**src/rtl/pool_pkg.sv**
```systemverilog
// Shared types for the streaming max-pool stage: sample type, output beat payload
// and the signed max helper used by the single comparator.
package pool_pkg;

  localparam int unsigned DATA_W = 16;

  typedef logic signed [DATA_W-1:0] sample_t;

  // One pooled result as it travels through the output register.
  typedef struct packed {
    sample_t data;
    logic    last;
  } pool_beat_t;

  // Signed maximum; on equality either operand is the same value.
  function automatic sample_t smax(sample_t a, sample_t b);
    return (a >= b) ? a : b;
  endfunction

endpackage

```
**src/rtl/pool_out_reg.sv**
```systemverilog
// One-entry valid/ready output register. A load always wins; an output accept
// without a load empties the slot. Contents are frozen while valid & !ready.
module pool_out_reg
  import pool_pkg::*;
(
  input  logic       clk,
  input  logic       reset,
  input  logic       load,
  input  pool_beat_t load_beat,
  input  logic       ready,
  output logic       valid,
  output pool_beat_t beat
);

  always_ff @(posedge clk) begin
    if (reset) begin
      valid <= 1'b0;
      beat  <= '0;
    end else if (load) begin
      // The upstream only loads when the slot is empty or being drained this cycle.
      valid <= 1'b1;
      beat  <= load_beat;
    end else if (ready) begin
      valid <= 1'b0;
    end
  end

endmodule

```
**src/rtl/maxpool_stream.sv**
```systemverilog
// Streaming 1-D max-pool: non-overlapping windows of POOL samples over a LENY-sample
// vector; the partial tail window is consumed and dropped.
module maxpool_stream
  import pool_pkg::*;
#(
  parameter int unsigned WIDTH = DATA_W,
  parameter int unsigned POOL  = 2,
  parameter int unsigned LENY  = 13
) (
  input  logic                    clk,
  input  logic                    reset,
  input  logic signed [WIDTH-1:0] s_data_in_y,
  input  logic                    s_valid_y,
  output logic                    s_ready_y,
  output logic signed [WIDTH-1:0] m_data_out_z,
  output logic                    m_valid_z,
  input  logic                    m_ready_z,
  output logic                    m_last_z
);

  localparam int unsigned NOUT   = LENY / POOL;
  localparam int unsigned BODY   = NOUT * POOL;
  localparam int unsigned IDX_W  = $clog2(LENY + 1);
  localparam int unsigned WCNT_W = $clog2(POOL);

  logic [IDX_W-1:0]  idx;
  logic [WCNT_W-1:0] wcnt;
  sample_t           runmax;

  sample_t    x_c;
  sample_t    max_c;
  logic       in_body_c;
  logic       win_first_c;
  logic       win_end_c;
  logic       vec_end_c;
  logic       in_acc_c;
  logic       load_c;
  pool_beat_t load_beat_c;
  pool_beat_t out_beat;

  // Window/vector position decode and the single shared comparator.
  always_comb begin
    x_c         = DATA_W'(s_data_in_y);
    max_c       = smax(runmax, x_c);
    in_body_c   = (idx < IDX_W'(BODY));
    win_first_c = (wcnt == '0);
    win_end_c   = (wcnt == WCNT_W'(POOL - 1));
    vec_end_c   = (idx == IDX_W'(LENY - 1));
  end

  // Only a window-closing sample needs room in the output register.
  assign s_ready_y = !(win_end_c && in_body_c) || !m_valid_z || m_ready_z;
  assign in_acc_c  = s_valid_y && s_ready_y;
  assign load_c    = in_acc_c && in_body_c && win_end_c;

  always_comb begin
    load_beat_c      = '0;
    load_beat_c.data = max_c;
    load_beat_c.last = (idx == IDX_W'(BODY - 1));
  end

  // Position counters; both restart at the vector boundary.
  always_ff @(posedge clk) begin
    if (reset) begin
      idx  <= '0;
      wcnt <= '0;
    end else if (in_acc_c) begin
      if (vec_end_c) begin
        idx  <= '0;
        wcnt <= '0;
      end else begin
        idx  <= idx + IDX_W'(1);
        wcnt <= win_end_c ? '0 : wcnt + WCNT_W'(1);
      end
    end
  end

  // Running maximum of the open window; tail samples leave it untouched.
  always_ff @(posedge clk) begin
    if (reset) begin
      runmax <= '0;
    end else if (in_acc_c && in_body_c) begin
      runmax <= win_first_c ? x_c : max_c;
    end
  end

  pool_out_reg u_out (
    .clk       (clk),
    .reset     (reset),
    .load      (load_c),
    .load_beat (load_beat_c),
    .ready     (m_ready_z),
    .valid     (m_valid_z),
    .beat      (out_beat)
  );

  assign m_data_out_z = WIDTH'(out_beat.data);
  assign m_last_z     = out_beat.last;

endmodule
```
**config.mk**
```make
export PLATFORM = sky130hd
export DESIGN_NAME = maxpool_stream
export DESIGN_NICKNAME = d
export VERILOG_FILES = /design/src/rtl/pool_pkg.sv /design/src/rtl/pool_out_reg.sv /design/src/rtl/maxpool_stream.sv
export SDC_FILE = /design/constraint.sdc
export NUM_CORES = 1
export LEC_CHECK = 0
export BUFFER_PORTS_ARGS = -buffer_cell sky130_fd_sc_hd__buf_2
export CAP_MARGIN = 20
export CORE_UTILIZATION = 60
export DETAILED_ROUTE_END_ITERATION = 8
export PLACE_DENSITY = 0.87
export SLEW_MARGIN = 20
export SYNTH_ARGS = -nofsm -noshare
export SYNTH_HDL_FRONTEND = slang
export SYNTH_SLANG_ARGS = --single-unit
```
**constraint.sdc**
```tcl
create_clock -name clk -period 4.7 [get_ports clk]
set_clock_uncertainty 0.05 [all_clocks]
set_input_delay 0.94 -clock clk [delete_from_list [all_inputs] [get_ports clk]]
set_output_delay 0.94 -clock clk [all_outputs]
set_load 0.02 [all_outputs]
```
* Word-level counts from Yosys, hierarchy flattened
Index checks and enable logic that the tools add are counted.
Operators by class: add/subtract/negate cells 2, magnitude comparators 2, equality and inequality tests 2, multiplexer cells 7, reductions and logical operators 9
Operators by type and width (count):
- $mux 16 | 2
- $ge 16x16->1 | 1
- $eq 4x4->1 const B | 2
- $add 4x1->4 const B | 1
- $logic_and 1x1->1 | 4
- $lt 4x4->1 const B | 1
- $mux 1 | 4
- $mux 4 | 1
- $logic_not 1->1 | 2
- $logic_or 1x1->1 | 2
- $reduce_bool 2->1 | 1
- $add 1x1->1 const B | 1
Word-level totals: flip-flop bits (word level) 39, input port bits 20, output and inout bits 19, word-level logic and storage cells 28

* Depth between registers and ports, before layout
depth in word-level cells 9, gate-level depth with buffers 10, gate-level depth less buffers 8

* Modules after synthesis
Synthesis repeated with hierarchy kept, for this count alone.
Second synthesis, totals: cell total of the unflattened synthesis 319, area total of the unflattened synthesis 2642.5 um^2
Modules (own cells, without submodules):
- maxpool_stream | times used 1, cells an instance 260, area each 1991.9 um^2
- pool_out_reg | times used 1, cells an instance 59, area each 650.6 um^2

* Worst setup path before layout
No wires, ideal clock.
path kind input to register, start input s_data_in_y[13], end register runmax[10], arrival 2727 ps, data required time 4578 ps, slack 1851 ps, stages 9, path through inv_1 > ha_1 > a21o_1 > a21oi_1 > o31ai_4 > a211o_2 > a21oi_4 > buf_12 > mux2i_1
Between the ends: cells in the longest elaborated chain, start to end 3
RTL lines:
- start, declared | RTL line maxpool_stream.sv:12 | input logic signed [WIDTH-1:0] s_data_in_y,
- $ge 16x16->1 | RTL line pool_pkg.sv:17 | return (a >= b) ? a : b;
- $mux 16 | RTL line pool_pkg.sv:17
- $mux 16 | RTL line maxpool_stream.sv:83 | runmax <= win_first_c ? x_c : max_c;
- end signal, assigned | RTL line maxpool_stream.sv:83
- end, declared | RTL line maxpool_stream.sv:28 | sample_t runmax;
No other way between the ends. A chain may end at the register's enable or synchronous reset.

* Final worst setup path
start input s_data_in_y[13], end register runmax[5]
The elaborated chain is that of the path after synthesis.

==> impl_results.md <==
* Status: finished, final reports clean
* Fmax at 326 MHz
* Hold_buf cts at 0
* Multi-input gate area at 1290 µm²
* Worst slack, placed at 1.31 ns
* Ports at 39
* DR vias/cell at 5.60
* Slew margin rel. at 48.4%
* # setup viols final at 0
* Final Cycle Share at 65.3%
* GPL Wtd Cong at 0.764
* Post-Synthesis Cells at 246
* Critical R2R Capture: runmax[5]$_SDFFE_PP0P_
* Mapped Area at 2230 µm²
* Worst path cell trace: buf_2 > inv_1 > ha_1 > a21o_1 > a21oi_1 > o31ai_4 > a211o_2 > a21oi_4 > mux2i_1
* Final HPWL DP at 3040 µm
* Tmin final at 3.07 ns
* Pre-antenna DRT Iters at 4
* Register area at 781 µm²
* Setup bufs post-CTS at 0
* Pwr/cell area at 297 nW/µm²
* Via count at 1804
* Number of flops mapped to enable cells by yosys at 0
* Area of the core at 3440 µm²
* CTS tree: built
* Primary FF master, synth: dfxtp_1
* Die width at 63.0 µm
* Per-cell routed wire length at 13.9 µm
* Max VDD drop at 0.208 mV
* Total Neg Setup Slack at 0 ns
* Layout cells sized above 1 at 17.8%
* Worst setup path end: runmax[5]$_SDFFE_PP0P_
* Total global-route track usage at 24.9%
* Max H-tree Level at 2
* Placed cell area at 2390 µm²
* Path length in cells of the critical path at 9
* Final core utilization at 71.5%
* Post-synth cell types at 36
* Ant. Diodes at 0
* Clock latency on the worst-skew pair at 0.29 ns
* FF-to-FF setup slack at 2.10 ns
* Fillcell total at 275
* Worst hold path type: register to register
* Initial DRC Count at 95
* Critical path peak fanout at 16
* Leakage power at 1.14 nW
* Residual DRC count at 0
* Commonest non-fill, non-tap cell in the layout: dfxtp_1
* Yosys warns at 0
* Worst Tran Pin Value at 0.774 ns
* IO buf count at 38
* Crit path DAT at 3.24 ns
* Crit start category: primary input
* Pin count of the biggest net entering global routing at 56
* Full die area at 3960 µm²
* Fin nets at 315
* Net Count, Synth at 284
* Post-synthesis async set-or-reset flop share at 0%
* Die span in y at 63.0 µm
* Reg2reg start: runmax[13]$_SDFFE_PP0P_
* Largest delay contributor family on the critical path: compound AO/OA/AOI/OAI gates
* CP Data Required Time at 4.87 ns
* Core Rows at 21
* Global-route wire length before repair at 7710 µm
* Number of global-route vias before repair at 1723
* CTS buffer count at 5
* GR Overflow Total at 0
* Initial Util at 64.8%
* Area growth, synth to finish at 10.4%
* Final Power at 731 µW
* Worst setup margin at 1.63 ns
* Post-CTS sizing at 0
* Commonest non-fill, non-tap cells in the layout: dfxtp_1 (39), buf_2 (38), nand2b_1 (36)
* Mean post-synth cell area at 9.06 µm²
* Crit path from: s_data_in_y[13]
* Number of synthesized register bits at 39
* Final max-slew violation count at 0
* Clock transition at path regs at 0.07 ns
* Sink Count at 39
* Sequential area share after synthesis at 35.0%
* Worst path slowest cell: a21oi_4
* Hold Fails Final Rpt at 0
* Bufs on Longest Clock Path at 2
* Max-Cap Viols at 0
* Critical path class: primary input to register
* Buf+Inv Stages, Crit Path at 2
* RSZ-0062 raised after global routing: false
* Crit path capture type: register
* R2R cell count at 7
* Routed WL at 4460 µm
* Root Driver: clkbuf_8
* Worst path max stage delay at 0.62 ns
* Post-route ant nets at 0
* Fin area at 2460 µm²
* Initial antenna violation count at 0
==> worst min-delay path, delay by kind of cell, from the launching register on <==
family	cells	cell delay (ns)
simple gates	1	0.05
compound gates	1	0.05
flops	1	0.31
==> registers in the layout, indices dropped and copies added (netlist names) <==
name	count
idx	4
u_out.beat	17
u_out.valid	1
wcnt	1
runmax	16
==> metal layers <==
metal  GRT usage, %  vias to the layer above  share of wire (%)
li1               -                      916                  -
met1           29.3                      841                 45
met2           41.3                       40                 49
met3           6.20                        7                4.4
met4           13.4                        0                1.8
met5              0                        -                  0
==> Yosys cell counts (all sizes together), types with 3 or more instances <==
master	n	area [µm²]
a21o	3	22.5
a21oi	11	66.3
buf	7	61.3
clkbuf	7	26.3
dfxtp	39	781
ha	18	225
inv	18	67.6
mux2i	16	160
nand2	8	30.0
nand2b	36	225
nand4	5	37.5
nor2	35	131
o21ai	3	15.0
o221a	16	180
==> cells by family (layout without fill, tap and decap cells) <==
family                     count (synthesis)  after routing  synth area share [%]
AOI/OAI and AO/OA                         46             46                  18.5
and+or+nand+nor                           95             95                  22.3
buffers and inverters                     32             62                  6.96
adders and majority gates                 18             18                  10.1
DFF                                       39             39                  35.0
muxes                                     16             16                  7.18
==> layout make-up <==
type                       instances  area share [%]
sequential                        39            31.7
multi-input combinational        175            52.5
inverter                          18            2.74
clock buffer                       6            2.95
tap                               46            2.34
timing repair buffer              38            7.72
==> through the flow <==
stage               std cells  hold WS (ns)
floorplan                 246         0.412
global placement          316         0.404
detailed placement        316         0.401
CTS                       322         0.408
global route              322         0.444
finish                    322         0.403
==> power by group <==
part / internal, mW / leakage, nW / total, mW / switching (mW)
logic: 0.0662 / 0.787 / 0.153 / 0.0873
registers: 0.355 / 0.320 / 0.373 / 0.0182
clock network: 0.0987 / 0.0371 / 0.205 / 0.106
total: 0.519 / 1.14 / 0.731 / 0.212
==> worst min path at each step <==
stage,start,endpoint,slack [ns],cells past startpoint
2_1_floorplan,runmax[0]$_SDFFE_PP0P_,runmax[0]$_SDFFE_PP0P_,0.41,2
3_3_place_gp,u_out.beat[0]$_SDFFE_PP0P_,u_out.beat[0]$_SDFFE_PP0P_,0.40,2
3_5_place_dp,u_out.beat[0]$_SDFFE_PP0P_,u_out.beat[0]$_SDFFE_PP0P_,0.40,2
4_1_cts,u_out.beat[0]$_SDFFE_PP0P_,u_out.beat[0]$_SDFFE_PP0P_,0.41,2
5_1_grt,u_out.beat[0]$_SDFFE_PP0P_,u_out.beat[0]$_SDFFE_PP0P_,0.44,2
6_report,u_out.beat[0]$_SDFFE_PP0P_,u_out.beat[0]$_SDFFE_PP0P_,0.40,2
Note: power is estimated with default switching activity, not from simulation.
